File: src/rtl/flex_xy_scan.sv
// Raster scan of (x, y) work coordinates over a programmable region.
// It uses a programmable horizontal stride and valid/ready output handshaking.
module flex_xy_scan #(
    parameter int unsigned NUM_X_BITS = 10,
    parameter int unsigned NUM_Y_BITS = 10
) (
    input  logic                  clk,
    input  logic                  rst,
    input  logic                  clear,
    input  logic                  start,
    input  logic [NUM_X_BITS-1:0] x_max,
    input  logic [NUM_Y_BITS-1:0] y_max,
    input  logic [NUM_X_BITS-1:0] x_step,
    input  logic                  out_ready,
    output logic                  out_valid,
    output logic [NUM_X_BITS-1:0] x_out,
    output logic [NUM_Y_BITS-1:0] y_out,
    output logic                  row_last,
    output logic                  last,
    output logic                  busy,
    output logic                  done
);

    localparam int unsigned XW = NUM_X_BITS + 1;

    typedef enum logic [1:0] {
        IDLE = 2'd0,
        SCAN = 2'd1,
        DONE = 2'd2
    } state_t;

    state_t                state;
    logic [NUM_X_BITS-1:0] x_max_l;
    logic [NUM_Y_BITS-1:0] y_max_l;
    logic [NUM_X_BITS-1:0] step_l;
    logic [XW-1:0]         nx;

    // One extra bit on the next-x sum so x_max at all-ones still ends the row.
    assign nx       = XW'(x_out) + XW'(step_l);
    assign row_last = out_valid && (nx > XW'(x_max_l));
    assign last     = row_last && (y_out == y_max_l);

    always_ff @(posedge clk) begin
        if (rst || clear) begin
            state     <= IDLE;
            out_valid <= 1'b0;
            x_out     <= '0;
            y_out     <= '0;
            busy      <= 1'b0;
            done      <= 1'b0;
            x_max_l   <= '0;
            y_max_l   <= '0;
            step_l    <= '0;
        end else begin
            case (state)
                IDLE: begin
                    done <= 1'b0;
                    if (start) begin
                        x_max_l   <= x_max;
                        y_max_l   <= y_max;
                        step_l    <= (x_step == '0) ? NUM_X_BITS'(1) : x_step;
                        x_out     <= '0;
                        y_out     <= '0;
                        out_valid <= 1'b1;
                        busy      <= 1'b1;
                        state     <= SCAN;
                    end
                end
                SCAN: begin
                    if (out_ready) begin
                        if (!row_last) begin
                            x_out <= nx[NUM_X_BITS-1:0];
                        end else if (!last) begin
                            x_out <= '0;
                            y_out <= y_out + NUM_Y_BITS'(1);
                        end else begin
                            x_out     <= '0;
                            y_out     <= '0;
                            out_valid <= 1'b0;
                            busy      <= 1'b0;
                            done      <= 1'b1;
                            state     <= DONE;
                        end
                    end
                end
                DONE: begin
                    done  <= 1'b0;
                    state <= IDLE;
                end
                default: begin
                    out_valid <= 1'b0;
                    busy      <= 1'b0;
                    done      <= 1'b0;
                    state     <= IDLE;
                end
            endcase
        end
    end

endmodule

File: config.mk
export PLATFORM = sky130hd
export DESIGN_NAME = flex_xy_scan
export DESIGN_NICKNAME = d
export VERILOG_FILES = /design/src/rtl/flex_xy_scan.sv
export SDC_FILE = /design/constraint.sdc
export NUM_CORES = 1
export LEC_CHECK = 0
export ABC_AREA = 1
export BUFFER_PORTS_ARGS = -buffer_cell sky130_fd_sc_hd__buf_4
export CAP_MARGIN = 30
export CORE_ASPECT_RATIO = 1.25
export CORE_UTILIZATION = 50
export DETAILED_ROUTE_END_ITERATION = 8
export PLACE_DENSITY = 0.73
export SLEW_MARGIN = 20
export SYNTH_ARGS = -nofsm -noshare
export SYNTH_HDL_FRONTEND = slang
export SYNTH_SLANG_ARGS = --single-unit
File: constraint.sdc
create_clock -name clk -period 9.2 [get_ports clk]
set_input_delay 1.84 -clock clk [delete_from_list [all_inputs] [get_ports clk]]
set_output_delay 1.84 -clock clk [all_outputs]
set_load 0.05 [all_outputs]
==> qor.yml, run 1 <==
ctsResizeCount: 0
ios: 60
cts_buffers: 5
wl_um: 7000
clock_path_buffers: 2
grt_pass1_wl_um: 11800
cts_tree: "built"
synthTopCellsByCount: "nand2_1, dfxtp_1, inv_1"
cts_max_level: 2
netlist_instances: 418
yosys.cell_count.top_type: "nand2_1"
gr-total-overflow: 0
slew-limit-headroom_pct: 64.9
violations: "DRC"
dr.pass1.iters: 8
startpoint_type: "register"
grt_usage_pct: 23.5
status: "complete, but fails checks"
drtIter0Drc: 122
critPathTopFamily: "adder cells"
initial_core_util_pct: 51.9
final-hold-violation-count: 0
fmax_ghz: 0.190
hpwl_um: 5320
grt_setup_unrepaired: "false"
fp.dieH_um: 88.6
netlist_area_um2: 3000
area_growth_pct: 18.8
grt_pass1_vias: 2656
worst_ep_arrival_time_ns: 3.42
min_period_ns: 5.26
sw_frac_of_total_pct: 32.6
worst_r2r_startpoint: "x_out[0]$_SDFFE_PP0P_"
syn_area_per_cell_um2: 7.18
fp-row-count: 31
clkLatencyLatePin_ns: 0.32
postPlaceCellArea_um2: 3480
synth_edf_count: 0
yosys-top-cells-area: "dfxtp_1, ha_1, nand2_1"
path_class: "register to primary output"
gp_congestion: 0.945
setup_viol: 0
n_fill_cell: 552
synth_flop_cell: "dfxtp_1"
cp_data_required_time_ns: 7.36
dieWidth_um: 71.3
syn_nets: 475
drc: 5
vdd_drop_max_mv: 0.0782
numPortBuffers: 59
vias_per_cell: 5.27
insertedDiodeCount: 0
ys_seq_area_share_pct: 36.0
antenna_left: 0
switching_power_uw: 165
grt_max_degree: 41
synth-seq-cells: 54
dr_total_vias: 2848
cts_setup_buffers: 0
hp-start: "done$_SDFFE_PP0P_"
cts-root-buf: "clkbuf_8"
p_per_area_nw_per_um2: 142
max-cap-violations: 0
crit_chain: "ha_1 > inv_1 > fa_1 > o21a_1 > o21ai_0 > a21oi_1 > xor2_1 > ha_1 > a21o_1 > a21oi_1 > nand2_1 > nand2_1 > nand2_2 > nand3_1 > inv_1 > buf_4"
routedWlPerCell_um: 13.0
yosysTopAreaCell: "dfxtp_1"
internal-power_uw: 341
cp_max_fo: 3
maxSlewViolCount: 0
clkTransAtPathRegs_ns: 0.11
worst_slew_pin_slew_ns: 0.526
num-nets-final: 530
slowest_stage: "fa_1"
synth.distinct_cells: 39
tns_ns: 0
hold_path_class: "register to register"
p_clk_share_pct: 27.2
fin_skew_ns: 0.0113
period_share_pct: 57.2
crit_buf_inv: 3
max_stage_delay_ns: 0.43
synth_top_area_share_pct: 36.0
synthArstFlopShare_pct: 0
end_kind: "primary output"
pwr-share-seq_pct: 49.6
core_region_area_um2: 5780
yosys_warnings: 0
dieArea_um2: 6320
design_area_um2: 3560
stdcell_count: 540
dp_cells: 532
comb_power_share_pct: 23.2
antenna_found_initial: 0
crit_start: "x_out[0]$_SDFFE_PP0P_"
p_leak_uw: 0.00164
hold_buffers: 0
clkSinkCount: 54
drive_gt1_share_pct: 18.4
[cell type report]
class	count	area (um^2)	area share, %
inverters	57	214	6.00
repair buffers	62	465	13.1
well taps	66	82.6	2.32
flip-flops and latches	54	1080	30.3
multi-input cells	293	1630	45.9
clock inverters	2	13.8	0.386
clock buffers	6	72.6	2.04
[routing by layer]
| metal | global-route usage [%] | share of wire, % |
|---|---|---|
| met5 | 0 | 0 |
| met4 | 11.1 | 2.8 |
| met3 | 3.53 | 3.4 |
| met2 | 43.2 | 51 |
| met1 | 26.8 | 43 |
[placed cells by master, fill, tap and decap left out, types with 4 or more instances in the layout]
master	Yosys	final
nand2_1	67	67
buf_4	1	62
dfxtp_1	54	54
inv_1	53	53
nor2_1	46	45
a21oi_1	43	43
o21ai_0	42	42
ha_1	21	21
nand3_1	16	16
xnor2_1	8	8
xor2_1	7	7
nand4_1	7	7
nor3_1	6	6
nand2_2	5	5
clkbuf_8	0	5
or2_2	4	4
[worst paths after layout]
path / end / slack (ns) / cells after the start
worst max-delay path: last / 3.94 / 16
worst min-delay path: done$_SDFFE_PP0P_ / 0.46 / 2
worst max register to register: y_out[4]$_SDFFE_PP0P_ / 5.51 / 20
worst min register to register: done$_SDFFE_PP0P_ / 0.46 / 2
[worst min-delay path: stages, from the launching register on]
cell and delay, ns:
dfxtp_1 0.33, inv_1 0.05, a211oi_1 0.05
[registers in the layout, indices dropped and copies added (netlist names)]
register	count
step_l	10
y_out	10
done	1
x_max_l	10
state	2
busy	1
y_max_l	10
x_out	10
[power by group through the flow]
stage / combinational [uW] / clock (uW) / sequential [uW]
2_1_floorplan: 77.1 / 0 / 262
3_3_place_gp: 115 / 0 / 256
3_5_place_dp: 118 / 0 / 256
4_1_cts: 118 / 139 / 251
5_1_grt: 132 / 150 / 252
6_report: 117 / 138 / 251
[kinds of logic after synthesis]
group	count (synthesis)	synth area share (%)
AND/OR/NAND/NOR	158	23.0
AO/OA/AOI/OAI	98	17.6
buffers and inverters	71	9.59
flip-flops	54	36.0
adder cells (fa/ha/maj)	22	9.42
XOR/XNOR	15	4.38
[stage by stage]
step	utilization, %	total power [uW]	worst slack (ns)	hold WS [ns]
final	61.7	506	3.94	0.462
after floorplan	-	339	4.14	0.435
after global routing	61.7	534	3.61	0.501
after detailed placement	60.2	374	4.29	0.451
after CTS	61.7	508	3.92	0.469
after global placement	60.2	371	4.43	0.447
No activity file was read; power rests on OpenSTA's default activity.
==> run 2, diff against run 1 <==
--- a/config.mk
+++ b/config.mk
@@ -11,7 +11,7 @@
 export CORE_ASPECT_RATIO = 1.25
 export CORE_UTILIZATION = 50
 export DETAILED_ROUTE_END_ITERATION = 8
-export PLACE_DENSITY = 0.73
+export PLACE_DENSITY = 0.75
 export SLEW_MARGIN = 20
 export SYNTH_ARGS = -nofsm -noshare
 export SYNTH_HDL_FRONTEND = slang
==> constraint.sdc (replaced) <==
create_clock -name clk -period 4.4 [get_ports clk]
set_input_delay 0.88 -clock clk [delete_from_list [all_inputs] [get_ports clk]]
set_output_delay 0.88 -clock clk [all_outputs]
set_load 0.05 [all_outputs]
==> run 2 against run 1 <==
The run still ends with DRC left. Register-to-register slack worse by 4.5 ns. Global-route usage down 1.0 points. Critical path depth unchanged. Setup slack worse by 3.6 ns. Largest cell class unchanged. Total power up 100%. Via count down 2.5%. Design area up 0.14%. Cell count down 0.37%. Die area unchanged. Flip-flop and latch count unchanged. Utilization up 0.087 points. Highest routed layer unchanged. Sequential share of layout area about the same.
==> qor.yml, run 2 (same netlist as run 1, synthesis figures left out) <==
initial_core_util_pct: 51.9
path_class: "register to primary output"
cts_max_level: 2
tns_ns: 0
cts-root-buf: "clkbuf_8"
hold_path_class: "register to register"
cp_data_required_time_ns: 3.52
routedWlPerCell_um: 12.4
drc: 5
reg2regPathDepth: 20
clkSinkCount: 54
slew-limit-headroom_pct: 65.9
postPlaceCellArea_um2: 3480
area_growth_pct: 18.9
dr_total_vias: 2777
grt_pass1_wl_um: 11200
violations: "DRC"
setup_viol: 0
maxSlewViolCount: 0
endpoint: "last"
antenna_left: 0
rr_endpoint: "y_out[5]$_SDFFE_PP0P_"
worst_ep_arrival_time_ns: 3.15
end_kind: "primary output"
crit_start: "x_out[0]$_SDFFE_PP0P_"
clkLatencyLatePin_ns: 0.30
grt_pass1_vias: 2615
p_per_area_nw_per_um2: 290
fp-row-count: 31
vdd_drop_max_mv: 0.156
numPortBuffers: 59
rrSetupSlack_ns: 0.98
place_ws_ns: 0.494
n_fill_cell: 523
ios: 60
core_region_area_um2: 5780
grt_setup_unrepaired: "false"
dieArea_um2: 6320
min_period_ns: 4.03
crit_chain: "ha_2 > inv_1 > fa_2 > o21a_1 > o21ai_2 > a21oi_1 > xor2_1 > ha_1 > a21o_1 > a21oi_1 > nand2_1 > nand2_1 > nand2_2 > nand3_1 > inv_1 > buf_4"
slowest_stage: "dfxtp_1"
gp_congestion: 0.906
vias_per_cell: 5.16
cts_tree: "built"
insertedDiodeCount: 0
dieWidth_um: 71.3
worst_slew_pin_slew_ns: 0.511
fmax_ghz: 0.248
fp.dieH_um: 88.6
crit_buf_inv: 3
p_leak_uw: 0.00164
gr-total-overflow: 0
hpwl_um: 5090
fin_skew_ns: 0.00574
final-hold-violation-count: 0
holdWs_ns: 0.461
drtIter0Drc: 106
critPathTopFamily: "adder cells"
design_area_um2: 3570
max_stage_delay_ns: 0.37
worst_r2r_startpoint: "x_out[0]$_SDFFE_PP0P_"
wl_um: 6670
grt_usage_pct: 22.5
cts_buffers: 5
clkTransAtPathRegs_ns: 0.09
startpoint_type: "register"
num-nets-final: 530
status: "complete, but fails checks"
worst-path-stages: 16
antenna_found_initial: 0
layout_setup_ws_ns: 0.370
final_common_cell: "nand2_1"
dr.pass1.iters: 7
cts_setup_buffers: 0
period_share_pct: 91.6
grt_max_degree: 41
max-cap-violations: 0
clock_path_buffers: 2
layout_common_cells: "nand2_1, buf_4, dfxtp_1"
drive_gt1_share_pct: 18.9
cp_max_fo: 3
-- run 2: cell count changes in the layout (fill, tap and decap cells not counted), sizes merged --
cell    delta
clkinv     -2
-- run 2: layer usage --
metal | track usage [%] | share of wire [%] | up-vias
li1 | - | - | 1473
met3 | 4.10 | 4.3 | 16
met4 | 10.0 | 2.4 | 0
met1 | 26.1 | 42 | 1220
met5 | 0 | 0 | -
met2 | 40.5 | 51 | 68
-- run 2: what timing repair did --
item,in CTS,in global routing
setup endpoints to repair,0,2
hold buffers,0,0
resized for setup,0,4
-- run 2: how the worst min path moves through the flow --
stage	start	end	cells past startpoint
floorplan	x_max_l[1]$_SDFFE_PP0P_	x_max_l[1]$_SDFFE_PP0P_	2
global placement	done$_SDFFE_PP0P_	done$_SDFFE_PP0P_	2
detailed placement	done$_SDFFE_PP0P_	done$_SDFFE_PP0P_	2
CTS	done$_SDFFE_PP0P_	done$_SDFFE_PP0P_	2
global route	x_max_l[4]$_SDFFE_PP0P_	x_max_l[4]$_SDFFE_PP0P_	2
finish	done$_SDFFE_PP0P_	done$_SDFFE_PP0P_	2
-- run 2: layout make-up --
cell class	instances	area [um^2]	area share, %
Multi-Input combinational cell	293	1640	46.0
Sequential cell	54	1080	30.3
Timing Repair Buffer	62	465	13.0
Inverter	57	214	6.00
Clock buffer	6	82.6	2.31
Tap cell	66	82.6	2.31
-- run 2: through the flow --
stage / instances / total power, uW / util (%)
2_1_floorplan: 418 / 710 / -
3_3_place_gp: 532 / 774 / 60.2
3_5_place_dp: 532 / 779 / 60.2
4_1_cts: 538 / 1050 / 61.6
5_1_grt: 538 / 1100 / 61.7
6_report: 538 / 1040 / 61.7
-- run 2: worst reg2reg max path, stage by stage (launching register included) --
cell and delay [ns]:
dfxtp_1 0.37, ha_2 0.22, inv_1 0.07, fa_2 0.37, o21a_1 0.23, o21ai_2 0.15, xor2_1 0.10, ha_1 0.30
nand2_1 0.07, nor2_1 0.15, nand2_1 0.07, nand2_1 0.06, nand2_1 0.04, nand2_1 0.05, nand2_1 0.06, nand2_2 0.08
nand2_2 0.08, a21oi_2 0.43, nand2_1 0.16, nand2_2 0.19, nor2_1 0.07
-- run 2: where the power goes --
| group | total, uW | leakage [uW] | internal (uW) | switching [uW] |
|---|---|---|---|---|
| combinational | 245 | 0.00116 | 90.7 | 154 |
| sequential | 524 | 0.000440 | 510 | 14.1 |
| clock | 267 | 0.0000431 | 122 | 145 |
==> run 3, diff against run 2 <==
--- a/config.mk
+++ b/config.mk
@@ -12,6 +12,7 @@
 export CORE_UTILIZATION = 50
 export DETAILED_ROUTE_END_ITERATION = 8
 export PLACE_DENSITY = 0.75
+export REMOVE_ABC_BUFFERS = 1
 export SLEW_MARGIN = 20
 export SYNTH_ARGS = -nofsm -noshare
 export SYNTH_HDL_FRONTEND = slang
==> run 3 against run 2 <==
The flow still finishes with violations (DRC). Setup slack got worse by 0.13 ns. Hold slack improved by 0.0034 ns. Clock power rose by 19%. First-iteration DRC count rose by 40%. Via count rose by 3.1%. Clock skew rose by 0.0027 ns. Flip-flop and latch count did not move. Global-route usage rose by 0.43 points. Design area rose by 0.63%. Non-clock buffer count did not move. Utilization rose by 0.39 points. Largest cell class unchanged.
==> qor.yml, run 3 (same netlist as run 1, synthesis figures left out) <==
status: "complete, but fails checks"
violations: "DRC"
cts_buffers: 5
worst_slew_pin_slew_ns: 0.530
initial_core_util_pct: 51.9
clkSinkCount: 54
worst_ep_arrival_time_ns: 3.28
ctsResizeCount: 0
slowest_stage: "fa_1"
gp_congestion: 0.865
max_stage_delay_ns: 0.44
num-nets-final: 530
grt_pass1_wl_um: 11300
hp-start: "done$_SDFFE_PP0P_"
drive_gt1_share_pct: 18.8
drc: 5
max-cap-violations: 0
clkLatencyLatePin_ns: 0.31
grt_setup_unrepaired: "false"
p_per_area_nw_per_um2: 303
grt_pass1_vias: 2573
cts_max_level: 2
vias_per_cell: 5.30
dr.pass1.iters: 6
cp_data_required_time_ns: 3.52
end_kind: "primary output"
wl_um: 7060
layout_setup_ws_ns: 0.241
fp.dieH_um: 88.6
routedWlPerCell_um: 13.1
cts_setup_buffers: 0
hold_path_class: "register to register"
slew-limit-headroom_pct: 64.6
area_growth_pct: 19.7
grt_usage_pct: 22.9
clkTransAtPathRegs_ns: 0.10
fmax_ghz: 0.240
crit_chain: "ha_1 > inv_1 > fa_1 > o21a_1 > o21ai_2 > a21oi_1 > xor2_1 > ha_1 > a21o_1 > a21oi_1 > nand2_1 > nand2_1 > nand2_2 > nand3_1 > inv_1 > buf_4"
fp-row-count: 31
ios: 60
dr_total_vias: 2862
grt_max_degree: 41
antenna_found_initial: 0
hold_path_depth: 2
reg2regPathDepth: 18
fin_skew_ns: 0.00842
startpoint_type: "register"
final_common_cell: "nand2_1"
path_class: "register to primary output"
rr_endpoint: "y_out[5]$_SDFFE_PP0P_"
p_leak_uw: 0.00166
core_region_area_um2: 5780
dieArea_um2: 6320
period_share_pct: 94.5
hpwl_um: 5220
drtIter0Drc: 148
gr-total-overflow: 0
clock_path_buffers: 2
hold_buffers: 0
setup_viol: 0
cp_max_fo: 3
dieWidth_um: 71.3
place_ws_ns: 0.455
holdWs_ns: 0.464
hold_path_end: "done$_SDFFE_PP0P_"
insertedDiodeCount: 0
final-hold-violation-count: 0
rrSetupSlack_ns: 0.85
cts_tree: "built"
critPathTopFamily: "adder cells"
cts-root-buf: "clkbuf_8"
maxSlewViolCount: 0
numPortBuffers: 59
antenna_left: 0
tns_ns: 0
min_period_ns: 4.16
worst_r2r_startpoint: "x_out[0]$_SDFFE_PP0P_"
crit_buf_inv: 3
layout_common_cells: "nand2_1, buf_4, dfxtp_1"
vdd_drop_max_mv: 0.222
-- run 3: changes by cell type in the layout (fill, tap and decap cells not counted), sizes merged --
cell and delta:
clkbuf +2
-- run 3: report_power, final --
group | leakage [uW] | total, uW | internal (uW) | switching, uW
logic | 0.00116 | 246 | 90.1 | 156
registers | 0.000440 | 524 | 510 | 13.9
clock network | 0.0000575 | 319 | 159 | 159
total | 0.00166 | 1090 | 760 | 329
-- run 3: metrics by stage --
step	total power [uW]	instances	cell area, um^2	util (%)
3_5_place_dp	782	532	3480	60.2
6_report	1090	540	3590	62.1
4_1_cts	1100	540	3590	62.1
2_1_floorplan	699	404	2930	-
5_1_grt	1150	540	3590	62.1
3_3_place_gp	778	532	3480	60.2
-- run 3: worst max path at each step --
stage / startpoint / endpoint / slack, ns / cells past startpoint
2_1_floorplan: x_out[0]$_SDFFE_PP0P_ / last / 0.27 / 15
3_3_place_gp: x_out[0]$_SDFFE_PP0P_ / last / 0.54 / 16
3_5_place_dp: x_out[0]$_SDFFE_PP0P_ / last / 0.45 / 16
4_1_cts: x_out[0]$_SDFFE_PP0P_ / last / 0.11 / 16
5_1_grt: x_out[0]$_SDFFE_PP0P_ / last / 0.009 / 16
6_report: x_out[0]$_SDFFE_PP0P_ / last / 0.24 / 16
-- run 3: cell type report --
type / instances / area, um^2
repair buffers: 62 / 465
fillers: 545 / 2190
flip-flops and latches: 54 / 1080
clock buffers: 8 / 110
well taps: 66 / 82.6
inverters: 57 / 214
multi-input cells: 293 / 1640
-- run 3: layer usage --
metal | GRT usage, % | part of all wire (%)
met2 | 44.9 | 53
met5 | 0 | 0
met3 | 3.53 | 4.0
met4 | 5.82 | 1.4
met1 | 25.7 | 41
-- run 3: worst min-delay path: stages, from the launching register on --
cell	delay, ns
dfxtp_1	0.32
inv_1	0.05
a211oi_1	0.06
